==> src/rtl/vespa_intc_param_pkg.sv <==
// Shared types and limits for the parametrised VeSPA interrupt controller.
// Holds the FSM state encoding and the legal NUM_SRC / SYNC_STAGES ranges.
// The top and the arbiter both import this package.
package vespa_intc_param_pkg;

    typedef enum logic [1:0] {
        ST_IDLE    = 2'd0,
        ST_REQ     = 2'd1,
        ST_SERVICE = 2'd2
    } intc_state_e;

    localparam int NUM_SRC_MIN     = 2;
    localparam int NUM_SRC_MAX     = 32;
    localparam int SYNC_STAGES_MIN = 2;
    localparam int SYNC_STAGES_MAX = 3;

endpackage

==> src/rtl/vespa_intc_arbiter.sv <==
// Purpose: combinational pick of one eligible interrupt source.
// Latency: zero cycles, purely combinational.
// Backpressure: none; the caller decides when to use the pick.
// Ports: i_Elig eligible vector, i_Ptr search start (round-robin build only),
//        o_Vld any source eligible, o_Id winning source id.
// Build option: VESPA_INTC_ROUND_ROBIN_EN selects the rotating search.
module vespa_intc_arbiter
    import vespa_intc_param_pkg::*;
#(
    parameter int NUM_SRC = 8,
    parameter int ID_W    = $clog2(NUM_SRC)
) (
    input  logic [NUM_SRC-1:0] i_Elig,
`ifdef VESPA_INTC_ROUND_ROBIN_EN
    input  logic [ID_W-1:0]    i_Ptr,
`endif
    output logic               o_Vld,
    output logic [ID_W-1:0]    o_Id
);

`ifdef VESPA_INTC_ROUND_ROBIN_EN
    // Rotate the vector so the pointer position lands on bit 0, do a plain
    // lowest-index pick, then rotate the winning index back.
    logic [2*NUM_SRC-1:0] dbl;
    logic [NUM_SRC-1:0]   rot;
    int                   sum;

    always_comb begin
        dbl   = {i_Elig, i_Elig} >> i_Ptr;
        rot   = dbl[NUM_SRC-1:0];
        o_Vld = 1'b0;
        o_Id  = '0;
        sum   = 0;
        for (int k = NUM_SRC - 1; k >= 0; k--) begin
            if (rot[k]) begin
                o_Vld = 1'b1;
                sum   = k + int'(i_Ptr);
                if (sum >= NUM_SRC) begin
                    sum = sum - NUM_SRC;
                end
                o_Id  = ID_W'(sum);
            end
        end
    end
`else
    // Scan downwards so the lowest set index is the last one written.
    always_comb begin
        o_Vld = 1'b0;
        o_Id  = '0;
        for (int k = NUM_SRC - 1; k >= 0; k--) begin
            if (i_Elig[k]) begin
                o_Vld = 1'b1;
                o_Id  = ID_W'(k);
            end
        end
    end
`endif

endmodule

==> src/rtl/vespa_intc_param.sv <==
// Purpose: NUM_SRC-source interrupt controller with sync, edge/level pending,
//          arbitration and a single in-service request/attend/complete handshake.
// Latency: o_IntReq rises SYNC_STAGES+2 edges after a source is first sampled high.
// Backpressure: one request at a time; other sources wait until complete.
// Ports: i_IntSources raw lines, i_GlobalEn/i_SrcEn enables, i_EdgeMode select,
//        i_IntAckAttended/i_IntAckComplete CPU pulses, o_IntReq/o_IntNumber request,
//        o_IntPending other-eligible flag, o_PendingVec debug pending vector.
// Build option: VESPA_INTC_ROUND_ROBIN_EN enables round-robin arbitration.
module vespa_intc_param
    import vespa_intc_param_pkg::*;
#(
    parameter int NUM_SRC     = 8,
    parameter int ID_W        = $clog2(NUM_SRC),
    parameter int SYNC_STAGES = 2
) (
    input  logic               i_Clk,
    input  logic               i_Rst,
    input  logic [NUM_SRC-1:0] i_IntSources,
    input  logic               i_GlobalEn,
    input  logic [NUM_SRC-1:0] i_SrcEn,
    input  logic [NUM_SRC-1:0] i_EdgeMode,
    input  logic               i_IntAckAttended,
    input  logic               i_IntAckComplete,
    output logic               o_IntReq,
    output logic [ID_W-1:0]    o_IntNumber,
    output logic               o_IntPending,
    output logic [NUM_SRC-1:0] o_PendingVec
);

    if (NUM_SRC < NUM_SRC_MIN || NUM_SRC > NUM_SRC_MAX) begin : g_bad_num_src
        $error("vespa_intc_param: NUM_SRC out of range 2..32");
    end
    if (SYNC_STAGES < SYNC_STAGES_MIN || SYNC_STAGES > SYNC_STAGES_MAX) begin : g_bad_sync
        $error("vespa_intc_param: SYNC_STAGES out of range 2..3");
    end

    logic [NUM_SRC-1:0] sync_q [SYNC_STAGES];
    logic [NUM_SRC-1:0] dly_q;
    logic [NUM_SRC-1:0] pend_q, pend_d;
    logic [NUM_SRC-1:0] synced, rise, elig, others;
    intc_state_e        state_q, state_d;
    logic               req_q, req_d;
    logic [ID_W-1:0]    num_q, num_d;
    logic               ip_q, ip_d;
    logic               att_clr;
    logic               arb_vld;
    logic [ID_W-1:0]    arb_id;

    assign synced = sync_q[SYNC_STAGES-1];
    assign rise   = synced & ~dly_q;
    assign elig   = i_GlobalEn ? (pend_q & i_SrcEn) : '0;

`ifdef VESPA_INTC_ROUND_ROBIN_EN
    logic [ID_W-1:0] ptr_q, ptr_d;

    always_comb begin
        ptr_d = ptr_q;
        if (att_clr) begin
            ptr_d = (num_q == ID_W'(NUM_SRC - 1)) ? '0 : num_q + 1'b1;
        end
    end

    always_ff @(posedge i_Clk or posedge i_Rst) begin
        if (i_Rst) begin
            ptr_q <= '0;
        end else begin
            ptr_q <= ptr_d;
        end
    end
`endif

    vespa_intc_arbiter #(
        .NUM_SRC (NUM_SRC),
        .ID_W    (ID_W)
    ) u_arb (
        .i_Elig  (elig),
`ifdef VESPA_INTC_ROUND_ROBIN_EN
        .i_Ptr   (ptr_q),
`endif
        .o_Vld   (arb_vld),
        .o_Id    (arb_id)
    );

    always_comb begin
        state_d = state_q;
        req_d   = req_q;
        num_d   = num_q;
        att_clr = 1'b0;
        case (state_q)
            ST_IDLE: begin
                if (arb_vld) begin
                    num_d   = arb_id;
                    req_d   = 1'b1;
                    state_d = ST_REQ;
                end
            end
            ST_REQ: begin
                // Attended wins over a coincident complete.
                if (i_IntAckAttended) begin
                    req_d   = 1'b0;
                    att_clr = 1'b1;
                    state_d = ST_SERVICE;
                end
            end
            ST_SERVICE: begin
                if (i_IntAckComplete) begin
                    state_d = ST_IDLE;
                end
            end
            default: begin
                state_d = ST_IDLE;
                req_d   = 1'b0;
            end
        endcase
    end

    // Edge bits are set-dominant latches; level bits just follow the synced line.
    always_comb begin
        pend_d = '0;
        for (int i = 0; i < NUM_SRC; i++) begin
            if (i_EdgeMode[i]) begin
                pend_d[i] = rise[i] | (pend_q[i] & ~(att_clr && (num_q == ID_W'(i))));
            end else begin
                pend_d[i] = synced[i];
            end
        end
    end

    // Aligned with the next request/number so it is valid in the same cycle.
    always_comb begin
        others = elig & ~(NUM_SRC'(1) << num_d);
        ip_d   = (state_d != ST_IDLE) && (|others);
    end

    always_ff @(posedge i_Clk or posedge i_Rst) begin
        if (i_Rst) begin
            for (int k = 0; k < SYNC_STAGES; k++) begin
                sync_q[k] <= '0;
            end
            dly_q   <= '0;
            pend_q  <= '0;
            state_q <= ST_IDLE;
            req_q   <= 1'b0;
            num_q   <= '0;
            ip_q    <= 1'b0;
        end else begin
            sync_q[0] <= i_IntSources;
            for (int k = 1; k < SYNC_STAGES; k++) begin
                sync_q[k] <= sync_q[k-1];
            end
            dly_q   <= synced;
            pend_q  <= pend_d;
            state_q <= state_d;
            req_q   <= req_d;
            num_q   <= num_d;
            ip_q    <= ip_d;
        end
    end

    assign o_IntReq     = req_q;
    assign o_IntNumber  = num_q;
    assign o_IntPending = ip_q;
    assign o_PendingVec = pend_q;

endmodule

==> config.mk <==
export PLATFORM = sky130hd
export DESIGN_NAME = vespa_intc_param
export DESIGN_NICKNAME = d
export VERILOG_FILES = /design/src/rtl/vespa_intc_param_pkg.sv /design/src/rtl/vespa_intc_arbiter.sv /design/src/rtl/vespa_intc_param.sv
export SDC_FILE = /design/constraint.sdc
export NUM_CORES = 1
export LEC_CHECK = 0
export CORE_ASPECT_RATIO = 2
export CORE_MARGIN = 8
export CORE_UTILIZATION = 31
export CTS_BUF_LIST = sky130_fd_sc_hd__clkbuf_4 sky130_fd_sc_hd__clkbuf_8 sky130_fd_sc_hd__clkbuf_16
export DETAILED_ROUTE_END_ITERATION = 8
export GPL_TIMING_DRIVEN = 0
export SYNTH_ARGS = -nofsm -noshare
export SYNTH_HDL_FRONTEND = slang
export SYNTH_SLANG_ARGS = --single-unit
==> constraint.sdc <==
create_clock -name i_Clk -period 2.33 [get_ports i_Clk]
set_clock_uncertainty 0.1 [all_clocks]
set_input_delay 0.3495 -clock i_Clk [delete_from_list [all_inputs] [get_ports i_Clk]]
set_output_delay 0.3495 -clock i_Clk [all_outputs]
set_load 0.02 [all_outputs]
Yosys cells after proc, flatten, opt, wreduce, memory -nomap -nowiden:

Cells that the tools add are included.

* flip-flop bits (word level): 39
* input port bits: 29
* output and inout port bits: 13
* word-level logic and storage cells: 100

* equal/unequal tests: 11
* shift-type cells: 1
* muxes and demuxes: 36
* bitwise gates (word level): 30
* reductions and logical operators: 14

Operators with widths (count)
* 3-bit 2-to-1 mux: 10
* 8-bit AND: 3
* 1-bit 2-to-1 mux: 20
* 8-bit NOT: 2
* 3-bit equality test, second input constant: 4
* 1-bit logical AND: 9
* 1-bit NOT: 9
* 1-bit AND: 8
* 8-bit 2-to-1 mux: 1
* 1-bit OR: 8
* 8-bit OR reduction: 1
* 1-bit by 3-bit left shift with 8-bit output, first input constant: 1
* 3-bit by 2-bit equality test with 1-bit output, second input constant: 2
* 2-bit 2-to-1 mux: 3
* 2-bit case mux with 3 select lines: 1
* 2-bit inequality test, second input constant: 2
* 3-bit by 1-bit equality test with 1-bit output, second input constant: 1
* 3-bit zero test: 1
* 1-bit case mux with 3 select lines: 1
* 3-bit AND reduction: 1
* 2-bit by 1-bit equality test with 1-bit output, second input constant: 1
* 2-bit equality test, second input constant: 1
* 2-bit zero test: 1
* 2-bit nonzero test: 1

Longest topological paths before layout:

* depth in word-level cells: 17
* mapped depth: 5
* mapped depth without buffers: 5

Hierarchy:

Synthesis repeated with hierarchy kept, for this count alone.

* cells, all modules: 141
* area, all modules: 1605.3 µm²

Modules (own cells, without submodules)
* vespa_intc_param: times used 1, cells each 128, area each 1525.2 µm², seq. area each 975.9 µm²
* vespa_intc_arbiter: times used 1, cells each 13, area each 80.1 µm², seq. area each 0.0 µm²

Worst setup path after synthesis:

No wires, ideal clock.

* path type: reg2reg
* from: reg pend_q[5], in the netlist o_PendingVec[5]
* to: reg ip_q, in the netlist o_IntPending
* setup time: 0.142 ns
* arrival: 1.593 ns
* required time: 2.088 ns
* slack: 0.496 ns
* stages on the path, launching flop included: 6
* buffers on the path: 0
* period minus slack after synthesis: 1.834 ns
* cell sequence: dfrtp_1 -> a22o_4 -> o41ai_4 -> a2bb2oi_1 -> o311ai_0 -> o211ai_2

* cells in the longest elaborated chain, start to end: 15
* elaborated cells on any way between the ends: 24
* classes of those cells: shift: 1; mux: 17; bitwise: 3; reduce/logical: 3

Ends and longest elaborated chain
* from (decl): line vespa_intc_param.sv:39 `logic [NUM_SRC-1:0] pend_q, pend_d;`
* from (signal assigned): line vespa_intc_param.sv:152 `pend_q <= pend_d;`
* 8-bit AND *: line vespa_intc_param.sv:51 `assign elig = i_GlobalEn ? (pend_q & i_SrcEn) : '0;`
* 8-bit 2-to-1 mux *: line vespa_intc_param.sv:51
* 3-bit 2-to-1 mux / 1-bit 2-to-1 mux (equally long branches) (6 in series): line vespa_intc_arbiter.sv:51 `if (i_Elig[k]) begin`
* 3-bit 2-to-1 mux: line vespa_intc_param.sv:91 `if (arb_vld) begin`
* 3-bit 2-to-1 mux: line vespa_intc_param.sv:89 `case (state_q)`
* 1-bit by 3-bit left shift with 8-bit output: line vespa_intc_param.sv:131 `others = elig & ~(NUM_SRC'(1) << num_d);`
* 8-bit NOT: line vespa_intc_param.sv:131
* 8-bit AND: line vespa_intc_param.sv:131
* 8-bit OR reduction: line vespa_intc_param.sv:132 `ip_d = (state_d != ST_IDLE) && (|others);`
* 1-bit logical AND *: line vespa_intc_param.sv:132
* named net ip_d: line vespa_intc_param.sv:44 `logic ip_q, ip_d;`
* to (signal assigned): line vespa_intc_param.sv:156 `ip_q <= ip_d;`
* to (decl): line vespa_intc_param.sv:44

The timed path passes the listed nets; every way through them passes the cells marked *.
A chain may end at the register's enable or synchronous reset.

Final worst setup path:

* from: in i_SrcEn[5]
* to: reg ip_q, in the netlist o_IntPending

* cells in the longest elaborated chain, start to end: 15
* elaborated cells on any way between the ends: 24
* classes of those cells: shift: 1; mux: 17; bitwise: 3; reduce/logical: 3

Ends and longest elaborated chain
* from (decl): line vespa_intc_param.sv:20 `input logic [NUM_SRC-1:0] i_SrcEn,`
* 8-bit AND *: line vespa_intc_param.sv:51
* 8-bit 2-to-1 mux *: line vespa_intc_param.sv:51
* 3-bit 2-to-1 mux / 1-bit 2-to-1 mux (equally long branches) (6 in series): line vespa_intc_arbiter.sv:51
* 3-bit 2-to-1 mux: line vespa_intc_param.sv:91
* 3-bit 2-to-1 mux: line vespa_intc_param.sv:89
* 1-bit by 3-bit left shift with 8-bit output: line vespa_intc_param.sv:131
* 8-bit NOT: line vespa_intc_param.sv:131
* 8-bit AND: line vespa_intc_param.sv:131
* 8-bit OR reduction: line vespa_intc_param.sv:132
* 1-bit logical AND *: line vespa_intc_param.sv:132
* named net ip_d: line vespa_intc_param.sv:44

Marked as above.

==> results.toml <==
[timing]
hold_viol_final = 0
finalCritPeriodShare = 0.9030
fin_crit_ns = 2.104
finalMaxSlewViolations = 0
fin_tns_setup_ns = 0
setup_viol = 0
tightestPinTransition_ns = 0.8197
worst_slew_margin_rel = 0.4530
rsz0062_at_grt = "no"
clock.fmax_mhz = 475.3

[floorplan]
pin_count = 42
dieArea_um2 = 7622
fp.dieW_um = 65.86
core-area_um2 = 4820
dieHeight_um = 115.7
rows = 36
initial_utilization = 0.3198

[setup_path]
crit_path_start = "i_SrcEn[5]"
cp-end-kind = "register"
r2r-start = "o_PendingVec[7]$_DFF_PP0_"
worstSetupStartpointType = "primary input"
cpMaxStageDelayCell = "o41ai_4"
worstPathArrival_ns = 2.15
path_max_fanout = 7
crit_path_max_incr_delay_ns = 0.57
cp_cell_sequence = "clkdlybuf4s50_1 > a22o_4 > o41ai_4 > a2bb2oi_1 > o311ai_0 > o211ai_2"
cp_top_family = "compound AO/OA/AOI/OAI gates"
path_class = "in2reg"
worst_ep_required_time_ns = 2.37
path_buf_inv = 1

[clock_network]
cts_tree = "built"
clock_sinks = 39
clkTransAtPathRegs_ns = 0.07
cts-buffers-inserted = 5
clock_latency_ns = 0.28
post_cts_buffers = 0
cts_resized = 0
root_buffer = "clkbuf_8"
hold_buffers = 0
cts-htree-levels = 2
clockBufferDepth = 2

[power]
p_per_area_nw_per_um2 = 925.0
power.leakage_nw = 0.8852
ir_worst_vdd_uv = 489.7

[global_route]
grt_pass1_wl_um = 6437
grt_max_degree = 21
antenna_found_initial = 0
grt_util_all_layers = 0.1116
grt_pass1_vias = 1401
grt-ovfl-total = 0

[layout]
layout_common_cells = "clkdlybuf4s50_1 (41), dfrtp_1 (39), nand2_1 (27)"
layout_commonest_cell = "clkdlybuf4s50_1"
areaGrowthSynthToFinish_pct = 37.99
antenna-diode-count = 0
drive_above_1_share = 0.09714
fill_cells = 444
fin_util = 0.4413
nets = 205

[route]
antenna_left = 0
drc = 0
viasPerCell = 5.259
firstDrtPassIters = 4
wl_per_cell_um = 17.09
totalWireLength_um = 3964
dr.first_iter.drc_count = 41
vias = 1220

[yosys]
ys_warn_count = 0
synth_edf_count = 0
synthFlopType = "dfrtp_1"
synthesis.nets = 156
synth_top_area_share = 0.6331
synth_async_sr_flop_share = 1.000
ys_ff_latch = 39
seq_area_frac_synth = 0.6331
yosysTopAreaCell = "dfrtp_1"
synth_top_cells_by_area = "dfrtp_1 (63%), nand2_1 (6.6%), a32o_1 (5.8%)"
synthDistinctLibCells = 32
synth_cells = 127
syn_area_per_cell_um2 = 12.14
syn_area_um2 = 1541

[hold_path]
min_path_type = "reg2reg"
min_from = "sync_q[14]$_DFF_PP0_"

[place]
portBuffers = 41
place.gp.congestion = 0.7812
detailed_place_hpwl_um = 3104

[status]
status = "completed"

[flow_run]
drv_cap = 0
## worst reg2reg max path: stages, from the launching register on
cell	delay [ns]
dfrtp_1	0.43
a22o_2	0.35
o41ai_4	0.56
a2bb2oi_1	0.13
o311ai_0	0.14
o211ai_2	0.17
## metrics by stage
stage | setup WS [ns] | std cells | cell area [um2] | hold WS, ns | total power (W)
4_1_cts | 0.2579 | 232 | 2127 | 0.2522 | 0.001993
3_3_place_gp | 0.005462 | 225 | 2023 | 0.2337 | 0.001541
6_report | 0.2260 | 232 | 2127 | 0.2488 | 0.001968
5_1_grt | 0.1641 | 232 | 2127 | 0.2575 | 0.002090
3_5_place_dp | -0.04261 | 226 | 2051 | 0.2364 | 0.001564
2_1_floorplan | 0.4957 | 127 | 1541 | 0.2312 | 0.001270
## logic make-up after synthesis
group	share of synthesized area
buffers and inverters	0.009737
AO/OA/AOI/OAI	0.2159
flip-flops	0.6331
AND/OR/NAND/NOR	0.1412
## Yosys cell counts (2+ instances only)
| cell type | instances |
|---|---|
| a21oi_1 | 3 |
| o21a_1 | 3 |
| inv_1 | 4 |
| a21boi_0 | 2 |
| o21ai_0 | 3 |
| nand3_1 | 4 |
| a22o_2 | 3 |
| nand2_1 | 27 |
| nor2b_1 | 3 |
| nor2_1 | 6 |
| dfrtp_1 | 39 |
| a211oi_1 | 2 |
| a32o_1 | 9 |
## layout make-up
type | instances | area (um2) | share of cell area
Sequential cell | 39 | 975.9 | 0.4588
Clock buffer | 6 | 76.32 | 0.03588
Inverter | 4 | 15.01 | 0.007059
Timing Repair Buffer | 42 | 437.9 | 0.2059
Tap cell | 57 | 71.32 | 0.03353
Multi-Input combinational cell | 84 | 550.5 | 0.2588
## power breakdown
| part | leakage [nW] | internal (W) | switching (W) |
|---|---|---|---|
| Clock | 0.0406 | 0.000211 | 0.000206 |
| Sequential | 0.457 | 0.000773 | 0.000126 |
| Combinational | 0.388 | 0.000311 | 0.000341 |
## path summary, 6_finish.rpt
path | cells after the start | to | slack, ns
max | 6 | o_IntPending$_DFF_PP0_ | 0.23
min | 0 | synced[6]$_DFF_PP0_ | 0.25
max reg2reg | 5 | o_IntPending$_DFF_PP0_ | 0.32
min reg2reg | 0 | synced[6]$_DFF_PP0_ | 0.25
max in group asynchronous | 3 | synced[1]$_DFF_PP0_ | 1.14
min in group asynchronous | 2 | o_IntNumber[0]$_DFF_PP0_ | 0.43
## sequential cells by signal (all words and copies together) (netlist names)
| register | flops |
|---|---|
| o_IntReq | 1 |
| o_IntNumber | 3 |
| synced | 8 |
| state_q | 2 |
| sync_q | 8 |
| o_PendingVec | 8 |
| dly_q | 8 |
| o_IntPending | 1 |
## layer usage
| layer | track usage | share of wire | up-vias |
|---|---|---|---|
| li1 | - | - | 561 |
| met1 | 0.1059 | 0.35 | 590 |
| met2 | 0.1911 | 0.55 | 53 |
| met3 | 0.03388 | 0.056 | 16 |
| met4 | 0.08798 | 0.041 | 0 |
| met5 | 0 | 0 | - |
(Power assumes the default switching activity.)
==> RTL change 1: new RTL, same settings <==
`NUM_SRC` is set to 8 in 2 places; all go to 4.
--- a/src/rtl/vespa_intc_arbiter.sv
+++ b/src/rtl/vespa_intc_arbiter.sv
@@ -8,5 +8,5 @@
     import vespa_intc_param_pkg::*;
 #(
-    parameter int NUM_SRC = 8,
+    parameter int NUM_SRC = 4,
     parameter int ID_W    = $clog2(NUM_SRC)
 ) (
--- a/src/rtl/vespa_intc_param.sv
+++ b/src/rtl/vespa_intc_param.sv
@@ -10,5 +10,5 @@
     import vespa_intc_param_pkg::*;
 #(
-    parameter int NUM_SRC     = 8,
+    parameter int NUM_SRC     = 4,
     parameter int ID_W        = $clog2(NUM_SRC),
     parameter int SYNC_STAGES = 2
Ports: changed (5 resized); port bits go from 42 to 25. No check against the original RTL was run, so the function may have changed too.
==> RTL change 1 against the original RTL <==
Power decreased by 40%; synthesized area decreased by 43%; cell area decreased by 43%; utilization increased by 1.0 points; sequential share of layout area decreased by 0.75 points; sequential cell count decreased by 17; setup slack improved by 250 ps; global-route usage decreased by 2.4 points; synthesized cell count decreased by 39%; wire length decreased by 50%; critical endpoint is now o_IntNumber[1]; largest cell class unchanged.
==> RTL change 1: results (changes against the original RTL) <==
n_diodes=0 (unchanged); pin count of the biggest net entering global routing=23 (+9.5%); highest clock rate=538 MHz (+13%); RR Endpoint=o_IntPending; Pint=830 uW (-36%); GRT Resource Usage Total=8.81% (-2.4 points); 1st-pass router iterations=4 (unchanged); FF+latch area=551 um^2 (-44%); HP Class=reg2reg; dpl hpwl=1.53 mm (-51%); vias post-DR=699 (-43%); clock root buffer=clkbuf_8; layout cells sized above 1=8.49% (-1.2 points); distinct cell type count after synthesis=21 (-34%); global-route wire length before repair=3.23 mm (-50%); port buffer count=24 (-41%); H-tree Lvls=1 (-1); R2R Setup Slk=740 ps (+420 ps); max incr delay on CP=660 ps (+90 ps); Post-DP Area=1150 um^2 (-44%); Clock Latency Late Sink=260 ps (-20 ps); TritonCTS buffer count=3 (-2); Ys Warns=0 (unchanged); Post-Layout Cell Count=135 (-42%); Critical Path Start=o_IntNumber[1]; CP top delay family=buffers and inverters; Net Count, Synth=95 (-39%); Slew @ Worst Pin=818 ps (-1.37 ps); slowest CP cell=clkdlybuf4s50_1; LEAKAGE=0.000521 uW (-41%); VDD IR max=0.000494 V (+0.97%); Placement Setup Slack=369 ps (+411 ps); Max FO, Critical Path=8 (+1); Longest Clk Path Bufs=2 (unchanged); Reg2Reg Depth=5 (unchanged); Area contributors post-synth=dfrtp_1 (63%), nand2_1 (5.2%), a32o_1 (4.6%); Cells after Synth=78 (-39%); GP Congestion=0.766 (-1.9%); synth cell count leaders=dfrtp_1 (22), nand2_1 (12), nand3_1 (8); initial antenna violation count=0 (unchanged); CTS clk-pin slew, worst paths=around 80 ps; fin nets=124 (-40%); placed cell count=131 (-42%); initial drt markers=12 (-71%); vias in the first global route=690 (-51%); post-CTS setup buffers=0 (unchanged); Setup crit end=o_IntNumber[1]; RR Startpoint=o_PendingVec[3]; cts repair resizes=0 (unchanged); register area share after synthesis=63.1% (-0.18 points); number of fill cells=278 (-37%); crit path DAT=1410 ps (-740 ps); WL/cell=14.5 um (-15%); Synth async-reset ratio=100% (unchanged); outcome=finished clean
-- RTL change 1: power by group through the flow --
| stage | logic [uW] | registers (uW) | clock network [uW] |
|---|---|---|---|
| 2_1_floorplan | 139 | 550 | 0 |
| 3_3_place_gp | 327 | 516 | 0 |
| 3_5_place_dp | 333 | 516 | 0 |
| 4_1_cts | 334 | 511 | 356 |
| 5_1_grt | 359 | 523 | 374 |
| 6_report | 329 | 509 | 348 |
-- RTL change 1: how the worst min path moves through the flow --
stage / start / endpoint / slack [ps] / cells after the start
after detailed placement: sync_q[7] / synced[3] / 240 / 0
after floorplan: sync_q[4] / synced[0] / 230 / 0
after CTS: sync_q[7] / synced[3] / 250 / 0
after global routing: sync_q[6] / synced[2] / 260 / 0
final: sync_q[7] / synced[3] / 250 / 0
after global placement: sync_q[5] / synced[1] / 230 / 0
-- RTL change 1: cells by family after synthesis --
kind of cell    Yosys count  synth area share [%]
flops                    22                  63.1
buf+inv                   7                  3.16
mux                       1                  1.15
compound gates           20                  18.1
simple gates             28                  14.5
-- RTL change 1: area by class of cell --
type | instances | share of cell area [%]
Sequential cell | 22 | 45.1
Multi-Input combinational cell | 49 | 24.1
Timing Repair Buffer | 24 | 19.7
Clock buffer | 3 | 3.38
Tap cell | 29 | 2.97
Clock inverter | 1 | 2.46
Inverter | 6 | 1.85
Buffer | 1 | 0.410
-- RTL change 1: per-layer routing --
layer  global-route usage (%)  vias up  share of wire (%)
li1                         -      335                  -
met2                     14.2       19                 51
met4                     6.36        0                3.2
met5                        0        -                  0
met1                     9.14      340                 39
met3                     2.45        5                6.7
==> RTL change 2: new RTL, config.mk and constraints unchanged <==
Made on the original files. Register the input `i_EdgeMode` before use, without a reset. The logic sees it one clock later. The other inputs are not delayed to match.
--- a/src/rtl/vespa_intc_param.sv
+++ b/src/rtl/vespa_intc_param.sv
@@ -27,4 +27,10 @@
     output logic [NUM_SRC-1:0] o_PendingVec
 );
+
+    logic [NUM_SRC-1:0] i_EdgeMode_q;
+
+    always_ff @(posedge i_Clk) begin
+        i_EdgeMode_q <= i_EdgeMode;
+    end
 
     if (NUM_SRC < NUM_SRC_MIN || NUM_SRC > NUM_SRC_MAX) begin : g_bad_num_src
@@ -119,5 +125,5 @@
         pend_d = '0;
         for (int i = 0; i < NUM_SRC; i++) begin
-            if (i_EdgeMode[i]) begin
+            if (i_EdgeMode_q[i]) begin
                 pend_d[i] = rise[i] | (pend_q[i] & ~(att_clr && (num_q == ID_W'(i))));
             end else begin
Behaviour: not the same (Yosys sat finds a counterexample within 10 cycles, from zero or initial values and one cycle with i_Rst high).
==> RTL change 2 against the original RTL <==
Synthesized area increased by 10%; global-route usage fell by 0.89 points; largest power group unchanged; wire length decreased by 3.5%; non-clock buffer count fell by 1; setup slack improved by 68 ps; hold slack lost 6.7 ps; power rose by 12%; synthesized cell count up 6.3%; final cell count increased by 5.2%; first-iteration DRC count is 32% lower; sequential cell count up 8; cell area rose by 7.7%.
==> RTL change 2: results (changes against the original RTL) <==
Synth async-reset ratio=83.0% (-17 points); CTS clk-pin slew, worst paths=90 ps (+20 ps); Clock Latency Late Sink=300 ps (+20 ps); vias in the first global route=1375 (-1.9%); worst min-delay path startpoint=sync_q[15]; layout cells sized above 1=10.3% (+0.61 points); Placement Setup Slack=-27.6 ps (+15.0 ps); global-route wire length before repair=6.39 mm (-0.75%); initial drt markers=28 (-32%); dpl hpwl=2.94 mm (-5.1%); Net Count, Synth=164 (+5.1%); synth cell count leaders=dfrtp_1 (39), nand2_1 (27), a32o_1 (9); register area share after synthesis=66.8% (+3.5 points); GRT Resource Usage Total=10.3% (-0.89 points); Area contributors post-synth=dfrtp_1 (57%), dfxtp_1 (9.4%), nand2_1 (6.0%); number of fill cells=523 (+18%); VDD IR max=0.000662 V (+35%); routed vias/inst=5.05 (-4.0%); GP Congestion=0.858 (+9.9%); fin nets=212 (+3.4%); LEAKAGE=0.000949 uW (+7.2%); Detailed Route WL=3.82 mm (-3.5%); RR Startpoint=o_PendingVec[5]; outcome=finished clean; Slew @ Worst Pin=797 ps (-22.2 ps); pin count of the biggest net entering global routing=40 (+90%); distinct cell type count after synthesis=33 (+3.1%)
RTL change 2: final timing paths:
check                                     to  slack, ps  depth (start not counted)
worst max-delay path            o_IntPending        290                          6
worst min-delay path               synced[7]        240                          0
worst max register to register  o_IntPending        360                          5
worst min register to register     synced[7]        240                          0
max in group asynchronous          synced[3]       1190                          2
min in group asynchronous          synced[7]        420                          2
RTL change 2: report_power, final:
group	internal (uW)	switching (uW)	total (uW)
logic	305	316	621
registers	916	130	1050
clock network	270	270	541
RTL change 2: worst max-delay path: stages:
cell and delay [ps]:
clkdlybuf4s50_1 470, a22o_4 310, o41ai_4 540, nand2_1 160
o311ai_1 140, o211ai_2 130
RTL change 2: cell families after synthesis:
family          count (synthesis)  share of synthesized area, %
simple gates                   47                          12.8
compound gates                 37                          19.6
flops                          47                          66.8
buf+inv                         4                         0.882
RTL change 2: routing by layer:
metal | track usage, % | up-vias | share of wire (%) | routed length [um]
met3 | 3.06 | 9 | 5.9 | 224
met2 | 17.7 | 32 | 56 | 2120
li1 | - | 585 | - | -
met1 | 10.6 | 606 | 36 | 1370
met4 | 5.16 | 0 | 2.7 | 102
met5 | 0 | - | 0 | 0
RTL change 2: per-stage QoR:
stage          total power (uW)  hold slack [ps]  setup TNS (ps)  instances
2_1_floorplan              1420              231               0        135
5_1_grt                    2350              257               0        244
4_1_cts                    2230              255               0        244
6_report                   2210              242               0        244
3_5_place_dp               1690              237           -27.6        236
3_3_place_gp               1680              234           -13.4        236
RTL change 2: final cells by class:
class                   instances  area, um^2  share of cell area (%)
repair buffers                 41         410                    17.9
multi-input cells              84         551                    24.0
flip-flops and latches         47        1140                    49.6
clock inverters                 1        7.51                   0.328
clock buffers                   7        96.3                    4.21
inverters                       4        15.0                   0.655
well taps                      60        75.1                    3.28
